===== config.mk =====
export PLATFORM = sky130hd
export DESIGN_NAME = hazard_forward_unit_flat
export DESIGN_NICKNAME = d
export VERILOG_FILES = /design/src/rtl/hazard_forward_unit_if.sv /design/src/rtl/hazard_forward_unit.sv /design/src/flat_wrapper.sv
export SDC_FILE = /design/constraint.sdc
export NUM_CORES = 1
export LEC_CHECK = 0
export CAP_MARGIN = 10
export CORE_AREA = 8 8 59 61
export CTS_CLUSTER_SIZE = 40
export DETAILED_ROUTE_END_ITERATION = 10
export DIE_AREA = 0 0 67 69
export GPL_ROUTABILITY_DRIVEN = 0
export GPL_TIMING_DRIVEN = 1
export PLACE_DENSITY = 0.75
export RECOVER_POWER = 25
export SLEW_MARGIN = 20
export SYNTH_ARGS = -nofsm -noshare
export SYNTH_HDL_FRONTEND = slang
export SYNTH_SLANG_ARGS = --single-unit

===== constraint.sdc =====
create_clock -name clk -period 2.05 [get_ports clk]
set_clock_uncertainty 0.2 [all_clocks]
set_input_delay 0.5125 -clock clk [delete_from_list [all_inputs] [get_ports clk]]
set_output_delay 0.5125 -clock clk [all_outputs]
set_load 0.05 [all_outputs]

===== src/rtl/hazard_forward_unit_if.sv =====
// Signal bundle between the EX-stage pipeline control and the hazard/forwarding unit.
// Every signal is a level that is valid every cycle; there is no valid/ready handshake.
interface hazard_forward_unit_if #(
    parameter int REG_ADDR_W = 5
);
    logic [REG_ADDR_W-1:0] RS1_ID;
    logic [REG_ADDR_W-1:0] RS2_ID;
    logic [REG_ADDR_W-1:0] RS1_EX;
    logic [REG_ADDR_W-1:0] RS2_EX;
    logic [REG_ADDR_W-1:0] RD_EX;
    logic                  RegWrite_EX;
    logic                  MemRead_EX;
    logic                  Branch_EX;
    logic                  ZERO_EX;
    logic [1:0]            forwardA;
    logic [1:0]            forwardB;
    logic                  PC_write;
    logic                  IF_ID_write;
    logic                  IF_ID_flush;
    logic                  ID_EX_flush;
    logic                  stall_active;
    logic                  fsm_state;

    modport master (
        output RS1_ID, RS2_ID, RS1_EX, RS2_EX, RD_EX,
        output RegWrite_EX, MemRead_EX, Branch_EX, ZERO_EX,
        input  forwardA, forwardB, PC_write, IF_ID_write,
        input  IF_ID_flush, ID_EX_flush, stall_active, fsm_state
    );

    modport slave (
        input  RS1_ID, RS2_ID, RS1_EX, RS2_EX, RD_EX,
        input  RegWrite_EX, MemRead_EX, Branch_EX, ZERO_EX,
        output forwardA, forwardB, PC_write, IF_ID_write,
        output IF_ID_flush, ID_EX_flush, stall_active, fsm_state
    );
endinterface


===== src/rtl/hazard_forward_unit.sv =====
// EX-stage forwarding select, load-use stall and taken-branch flush control for the
// 5-stage core. Keeps its own MEM/WB shadow copies of the destination registers.
module hazard_forward_unit #(
    parameter int REG_ADDR_W        = 5,
    parameter int LOAD_STALL_CYCLES = 1
) (
    input  logic                 clk,
    input  logic                 reset,
    hazard_forward_unit_if.slave hf
);
    localparam logic [0:0] ST_RUN   = 1'b0;
    localparam logic [0:0] ST_STALL = 1'b1;
    localparam int         CNT_W    = 2;
    localparam logic [CNT_W-1:0] CNT_INIT = CNT_W'(LOAD_STALL_CYCLES - 1);

    logic [0:0]            state, state_nx;
    logic [CNT_W-1:0]      cnt, cnt_nx;
    logic [REG_ADDR_W-1:0] rd_mem, rd_wb;
    logic                  rw_mem, rw_wb, ld_mem;

    logic hz, bt;
    logic pc_write, if_id_write, if_id_flush, id_ex_flush, stall_active;

    // Shadow pipeline keeps capturing EX even when ID/EX is flushed; the bubble
    // reaches these registers one cycle later with its control bits cleared.
    always_ff @(posedge clk or negedge reset) begin
        if (!reset) begin
            rd_mem <= '0;
            rw_mem <= 1'b0;
            ld_mem <= 1'b0;
            rd_wb  <= '0;
            rw_wb  <= 1'b0;
        end else begin
            rd_mem <= hf.RD_EX;
            rw_mem <= hf.RegWrite_EX;
            ld_mem <= hf.MemRead_EX;
            rd_wb  <= rd_mem;
            rw_wb  <= rw_mem;
        end
    end

    // MEM result is younger than WB, so it wins; x0 is hardwired and never forwarded.
    assign hf.forwardA = (rw_mem && rd_mem != '0 && rd_mem == hf.RS1_EX) ? 2'b10 :
                         (rw_wb  && rd_wb  != '0 && rd_wb  == hf.RS1_EX) ? 2'b01 : 2'b00;
    assign hf.forwardB = (rw_mem && rd_mem != '0 && rd_mem == hf.RS2_EX) ? 2'b10 :
                         (rw_wb  && rd_wb  != '0 && rd_wb  == hf.RS2_EX) ? 2'b01 : 2'b00;

    assign hz = hf.MemRead_EX && (hf.RD_EX != '0) &&
                ((hf.RD_EX == hf.RS1_ID) || (hf.RD_EX == hf.RS2_ID));
    assign bt = hf.Branch_EX && hf.ZERO_EX;

    always_comb begin
        state_nx     = state;
        cnt_nx       = cnt;
        pc_write     = 1'b1;
        if_id_write  = 1'b1;
        if_id_flush  = 1'b0;
        id_ex_flush  = 1'b0;
        stall_active = 1'b0;
        case (state)
            ST_RUN: begin
                if (bt) begin
                    if_id_flush = 1'b1;
                    id_ex_flush = 1'b1;
                end else if (hz) begin
                    pc_write    = 1'b0;
                    if_id_write = 1'b0;
                    id_ex_flush = 1'b1;
                    cnt_nx      = CNT_INIT;
                    if (LOAD_STALL_CYCLES > 1) state_nx = ST_STALL;
                end
            end
            ST_STALL: begin
                // EX holds a bubble here, so a branch indication cannot be genuine.
                pc_write     = 1'b0;
                if_id_write  = 1'b0;
                id_ex_flush  = 1'b1;
                stall_active = 1'b1;
                cnt_nx       = cnt - 1'b1;
                if (cnt <= 1) state_nx = ST_RUN;
            end
            default: state_nx = ST_RUN;
        endcase
    end

    always_ff @(posedge clk or negedge reset) begin
        if (!reset) begin
            state <= ST_RUN;
            cnt   <= '0;
        end else begin
            state <= state_nx;
            cnt   <= cnt_nx;
        end
    end

    assign hf.PC_write     = pc_write;
    assign hf.IF_ID_write  = if_id_write;
    assign hf.IF_ID_flush  = if_id_flush;
    assign hf.ID_EX_flush  = id_ex_flush;
    assign hf.stall_active = stall_active;
    assign hf.fsm_state    = state;

    logic unused_ld;
    assign unused_ld = ld_mem;
endmodule


===== src/flat_wrapper.sv =====
// flat-port wrapper written by rule: the top's interface ports become plain ports
module hazard_forward_unit_flat 
#(
    parameter int REG_ADDR_W        = 5,
    parameter int LOAD_STALL_CYCLES = 1
)
  (clk, reset, hf_RS1_ID, hf_RS2_ID, hf_RS1_EX, hf_RS2_EX, hf_RD_EX, hf_RegWrite_EX, hf_MemRead_EX, hf_Branch_EX, hf_ZERO_EX, hf_forwardA, hf_forwardB, hf_PC_write, hf_IF_ID_write, hf_IF_ID_flush, hf_ID_EX_flush, hf_stall_active, hf_fsm_state);
  hazard_forward_unit_if #(.REG_ADDR_W(REG_ADDR_W)) hf_i ();
  input  logic clk;
  input  logic reset;
  input wire logic [$bits(hf_i.RS1_ID)-1:0] hf_RS1_ID;
  input wire logic [$bits(hf_i.RS2_ID)-1:0] hf_RS2_ID;
  input wire logic [$bits(hf_i.RS1_EX)-1:0] hf_RS1_EX;
  input wire logic [$bits(hf_i.RS2_EX)-1:0] hf_RS2_EX;
  input wire logic [$bits(hf_i.RD_EX)-1:0] hf_RD_EX;
  input wire logic [$bits(hf_i.RegWrite_EX)-1:0] hf_RegWrite_EX;
  input wire logic [$bits(hf_i.MemRead_EX)-1:0] hf_MemRead_EX;
  input wire logic [$bits(hf_i.Branch_EX)-1:0] hf_Branch_EX;
  input wire logic [$bits(hf_i.ZERO_EX)-1:0] hf_ZERO_EX;
  output wire logic [$bits(hf_i.forwardA)-1:0] hf_forwardA;
  output wire logic [$bits(hf_i.forwardB)-1:0] hf_forwardB;
  output wire logic [$bits(hf_i.PC_write)-1:0] hf_PC_write;
  output wire logic [$bits(hf_i.IF_ID_write)-1:0] hf_IF_ID_write;
  output wire logic [$bits(hf_i.IF_ID_flush)-1:0] hf_IF_ID_flush;
  output wire logic [$bits(hf_i.ID_EX_flush)-1:0] hf_ID_EX_flush;
  output wire logic [$bits(hf_i.stall_active)-1:0] hf_stall_active;
  output wire logic [$bits(hf_i.fsm_state)-1:0] hf_fsm_state;
  assign hf_i.RS1_ID = hf_RS1_ID;
  assign hf_i.RS2_ID = hf_RS2_ID;
  assign hf_i.RS1_EX = hf_RS1_EX;
  assign hf_i.RS2_EX = hf_RS2_EX;
  assign hf_i.RD_EX = hf_RD_EX;
  assign hf_i.RegWrite_EX = hf_RegWrite_EX;
  assign hf_i.MemRead_EX = hf_MemRead_EX;
  assign hf_i.Branch_EX = hf_Branch_EX;
  assign hf_i.ZERO_EX = hf_ZERO_EX;
  assign hf_forwardA = hf_i.forwardA;
  assign hf_forwardB = hf_i.forwardB;
  assign hf_PC_write = hf_i.PC_write;
  assign hf_IF_ID_write = hf_i.IF_ID_write;
  assign hf_IF_ID_flush = hf_i.IF_ID_flush;
  assign hf_ID_EX_flush = hf_i.ID_EX_flush;
  assign hf_stall_active = hf_i.stall_active;
  assign hf_fsm_state = hf_i.fsm_state;
  hazard_forward_unit #(.REG_ADDR_W(REG_ADDR_W), .LOAD_STALL_CYCLES(LOAD_STALL_CYCLES)) u_core (.clk(clk), .reset(reset), .hf(hf_i));
endmodule

======== After elaboration in Yosys (flattened, before gate mapping) ========
Index checks and enable logic that the tools add are counted.
storage, ports and cells
  register bits after elaboration ......... 15
  bits in latches ......................... 0
  bits in writable memories ............... 0
  memory bits (read-only) ................. 0
  input port bits ......................... 31
  logic and storage cells ................. 49
  memories kept ........................... 0
operators by class
  $add $sub $neg .......................... 1
  $mul .................................... 0
  div/mod/pow operators ................... 0
  order comparisons ....................... 1
  equality and inequality tests ........... 8
  shift operators ......................... 0
  muxes and demuxes ....................... 18
  bitwise gates (word level) .............. 1
  reduce and logical (&&, ||, !) cells .... 14
operators with widths
  kind                 count
  $eq 5x5->1           6
  $reduce_bool 5->1    3
  $mux 1               11
  $logic_and 1x1->1    9
  $mux 2               4
  $pmux 1 s2           2
  $pmux 2 s2           1
  $le 2x1->1 const B   1
  $ne 2x1->1 const B   1
  $ne 2x2->1 const B   1
  $reduce_and 2->1     1
  $sub 2x1->2 const B  1
  $logic_or 1x1->1     1
  $not 1->1            1

======== Longest topological paths before layout ========
  depth in word-level cells ............... 6
  mapped depth ............................ 5

======== Worst setup path before layout ========
No wires, ideal clock.
  path kind ............................... input -> output
  start point ............................. in hf_RS1_EX[3]
  end point ............................... out hf_forwardA[0]
  arrival ................................. 2.876 ns
  required time ........................... 1.337 ns
  slack ................................... -1.538 ns
  stages on the path ...................... 4
  path buffers ............................ 0
  path through ............................ xnor2_1 > nand3_1 > nor4_1 > nor4_2
on the way
  longest elaborated chain between the ends .. 4
  elaborated cells on any way between the ends .. 6
ends and longest elaborated chain
  item               line                       source
  start, declared    flat_wrapper.sv:13         input wire logic [$bits(hf_i.RS1_EX)-1:0] hf_RS1_EX;
  $eq 5x5->1         hazard_forward_unit.sv:44  (rw_wb && rd_wb != '0 && rd_wb == hf.RS1_EX) ? 2'b01 : 2'b00;
  $logic_and 1x1->1  hazard_forward_unit.sv:44
  $mux 1             hazard_forward_unit.sv:44
  $mux 2 *           hazard_forward_unit.sv:43  assign hf.forwardA = (rw_mem && rd_mem != '0 && rd_mem == hf.RS1_EX) ? 2'b10 :
  end, declared      flat_wrapper.sv:20         output wire logic [$bits(hf_i.forwardA)-1:0] hf_forwardA;
Mark *: on every way between the ends. The rest lies on a longest branch, timed or not.

======== Final worst setup path ========
  start point ............................. reg u_core.rd_wb[4]
  end point ............................... out hf_forwardA[0]
on the way
  longest elaborated chain between the ends .. 5
  elaborated cells on any way between the ends .. 6
ends and longest elaborated chain
  item                    line                       source
  start, declared         hazard_forward_unit.sv:18  logic [REG_ADDR_W-1:0] rd_mem, rd_wb;
  start signal, assigned  hazard_forward_unit.sv:37  rd_wb <= rd_mem;
  $reduce_bool 5->1       hazard_forward_unit.sv:44
  $logic_and 1x1->1       hazard_forward_unit.sv:44
  $logic_and 1x1->1 *     hazard_forward_unit.sv:44
  $mux 1 *                hazard_forward_unit.sv:44
  $mux 2 *                hazard_forward_unit.sv:43
Marked as above.

==> metrics.txt <==
worst IR drop on VDD 0.376 mV; clock transition at the registers of the reported paths approximately 0.080 ns; Tightest Hold Check Type reg2reg; most common cell after layout, fill and taps aside buf_4; Worst EP required 1.34 ns; critical path cell sequence or4_4 -> o21ai_2 -> or4_4 -> nor4_4 -> buf_12; # rows 19; Critical Path Sink Type output pin; Die Width 67 um; Clock Latency Late Sink 0.27 ns; slowest stage delay, CP 0.55 ns; residual DRC count 0; Setup violations, final 7; Mean Syn Cell Area 11.0 um^2; vias in the first global route around 1000; number of antenna diodes 0; R2R Path End u_core.cnt[1]; HPWL Detailed 2200 um; Hold Path Cell Cnt 0; pin count of the biggest net entering global routing 16; Core Region 0.00262 mm^2; Min-Delay Endpoint u_core.rw_wb; Slowest-stage cell, CP or4_4; initial drt markers 11; synth unique cells 23; crit path time final 2.68 ns; CTS tree built; Syn. warnings 0; die area 0.00462 mm^2; Placed Cells 175; final wirelength 2810 um; RSZ-0062 raised after global routing true; routed vias 866; cell mode on critical path or4_4; first-pass GRT wire length 4480 um; initial antenna violation count 0; Final Non-Filler Cells around 180; deepest clock path buffer count 2; maxcap violations 0; setup TNS -3.78 ns; worst r2r path cells 3; ANT nets after route 0; Slew @ Worst Pin 0.675 ns; Vias/cell 4.78; Nets 183; GR Util All Layers 0.121; startpoint of the worst hold path u_core.rw_mem; share of cells above drive strength 1 0.460; Leak 0.794 nW; synthesized instance count 79; post-DR wirelength/cell approximately 16 um; pwr/cell area 450 mW/mm^2; DRT Pass-1 Iters 2; Synth-to-Final Area Change 106%; Max Freq 374 MHz; I/O pins 41; Tcrit/Tclk final 1.31; worst reg2reg path startpoint u_core.hf.fsm_state; crit path max fanout 3; root buffer cell clkbuf_4; WS Path Type reg2out; CP Launch Type register; final hold vios 0; Post-Syn Area 872 um^2; Slew Limit Fails 0; flop-to-flop setup slack about 0.65 ns; Seq cells post-synth 15; syn nets around 110; status complete, but fails checks; Top delay family on crit path simple AND/OR/NAND/NOR gates; initial core utilization 0.333; failing checks negative setup slack; aggregate global routing overflow 0; total CTS buffers 3; critical path arrival 1.96 ns; IO buf count 40; most frequent cells in the layout buf_4, dfrtp_1, xor2_1; Slew headroom 0.549; die span in y 69 um; sequential area share after synthesis 0.430; CTS HTree Levels 1; final worst slack -0.627 ns; clk sink count 15; Crit path buffers/inverters 1
[worst max path at each step]
stage / start / endpoint / slack [ns] / cells past startpoint
after floorplan: u_core.rd_mem[2] / hf_forwardB[0] / -0.52 / 4
after global placement: hf_RD_EX[0] / hf_ID_EX_flush / -0.84 / 5
after detailed placement: hf_RD_EX[0] / hf_ID_EX_flush / -0.87 / 5
after CTS: u_core.rd_mem[2] / hf_forwardB[0] / -0.68 / 5
after global routing: u_core.rd_wb[4] / hf_forwardB[0] / -0.71 / 5
final: u_core.rd_wb[4] / hf_forwardA[0] / -0.63 / 5
[timing repair]
| item | 4_1_cts | 5_1_grt |
|---|---|---|
| setup endpoints to repair | 10 | 7 |
| setup buffers | 1 | 2 |
| pin swaps | 12 | 19 |
| hold buffers | 0 | 0 |
| resized for setup | 36 | 23 |
[through the flow]
step                      total power, mW  setup WS, ns  area, um^2   util  hold WS (ns)
after global placement              0.632        -0.838        1680  0.644         0.219
after floorplan                     0.488        -0.520         968      -        0.0169
final                               0.807        -0.627        1790  0.686         0.253
after CTS                           0.801        -0.682        1720  0.657         0.249
after global routing                0.860        -0.710        1790  0.686         0.262
after detailed placement            0.644        -0.867        1680  0.644         0.235
[cells in the mapped netlist, drive strengths merged]
| cell | count | area share |
|---|---|---|
| a21oi | 2 | 0.011 |
| a221o | 1 | 0.011 |
| a31oi | 1 | 0.0072 |
| and3b | 1 | 0.010 |
| buf | 2 | 0.017 |
| clkbuf | 1 | 0.0043 |
| dfrtp | 15 | 0.43 |
| ha | 1 | 0.014 |
| inv | 1 | 0.0043 |
| mux2i | 1 | 0.011 |
| nand2 | 3 | 0.013 |
| nand3 | 4 | 0.023 |
| nor2 | 1 | 0.0043 |
| nor3b | 1 | 0.0086 |
| nor4 | 4 | 0.043 |
| o21a | 1 | 0.0086 |
| o21ai | 2 | 0.016 |
| o22ai | 1 | 0.0072 |
| or4 | 5 | 0.043 |
| xnor2 | 17 | 0.17 |
| xor2 | 14 | 0.14 |
[per-layer routing]
layer | up-vias | track usage | part of all wire | routed length, um
met3 | 2 | 0.0501 | 0.10 | 290
li1 | 413 | - | - | -
met2 | 39 | 0.217 | 0.55 | 1550
met1 | 412 | 0.123 | 0.34 | 958
met5 | - | 0 | 0 | 0
met4 | 0 | 0.0349 | 0.0043 | 12
[power by group]
part,switching (mW),internal [mW]
combinational,0.136,0.166
clock,0.0809,0.0752
sequential,0.0244,0.325
total,0.241,0.566
[state kept, by name (all words and copies together), names as in the netlist]
register / count
u_core.hf.fsm_state: 1
u_core.rw_mem: 1
u_core.rd_mem: 5
u_core.cnt: 2
u_core.rw_wb: 1
u_core.rd_wb: 5
[worst register-to-register path, cell delays in order (launching register included)]
cell and delay, ns:
dfrtp_1 0.56, buf_4 0.23, and3b_1 0.19, a21oi_1 0.14
[cell families after synthesis]
kind of cell | after synthesis | share of synthesized area
xor gates and xnor gates | 31 | 0.311
and+or+nand+nor | 19 | 0.145
DFF | 15 | 0.430
AOI/OAI and AO/OA | 8 | 0.0617
buffers and inverters | 4 | 0.0258
muxes | 1 | 0.0115
adders and majority gates | 1 | 0.0143
[area by class of cell]
cell class	count	area [um^2]
Clock buffer	4	26.3
Fill cell	207	821
Multi-Input combinational cell	60	654
Tap cell	31	38.8
Inverter	1	3.75
Timing Repair Buffer	70	696
Sequential cell	15	375
(Power assumes the default switching activity.)
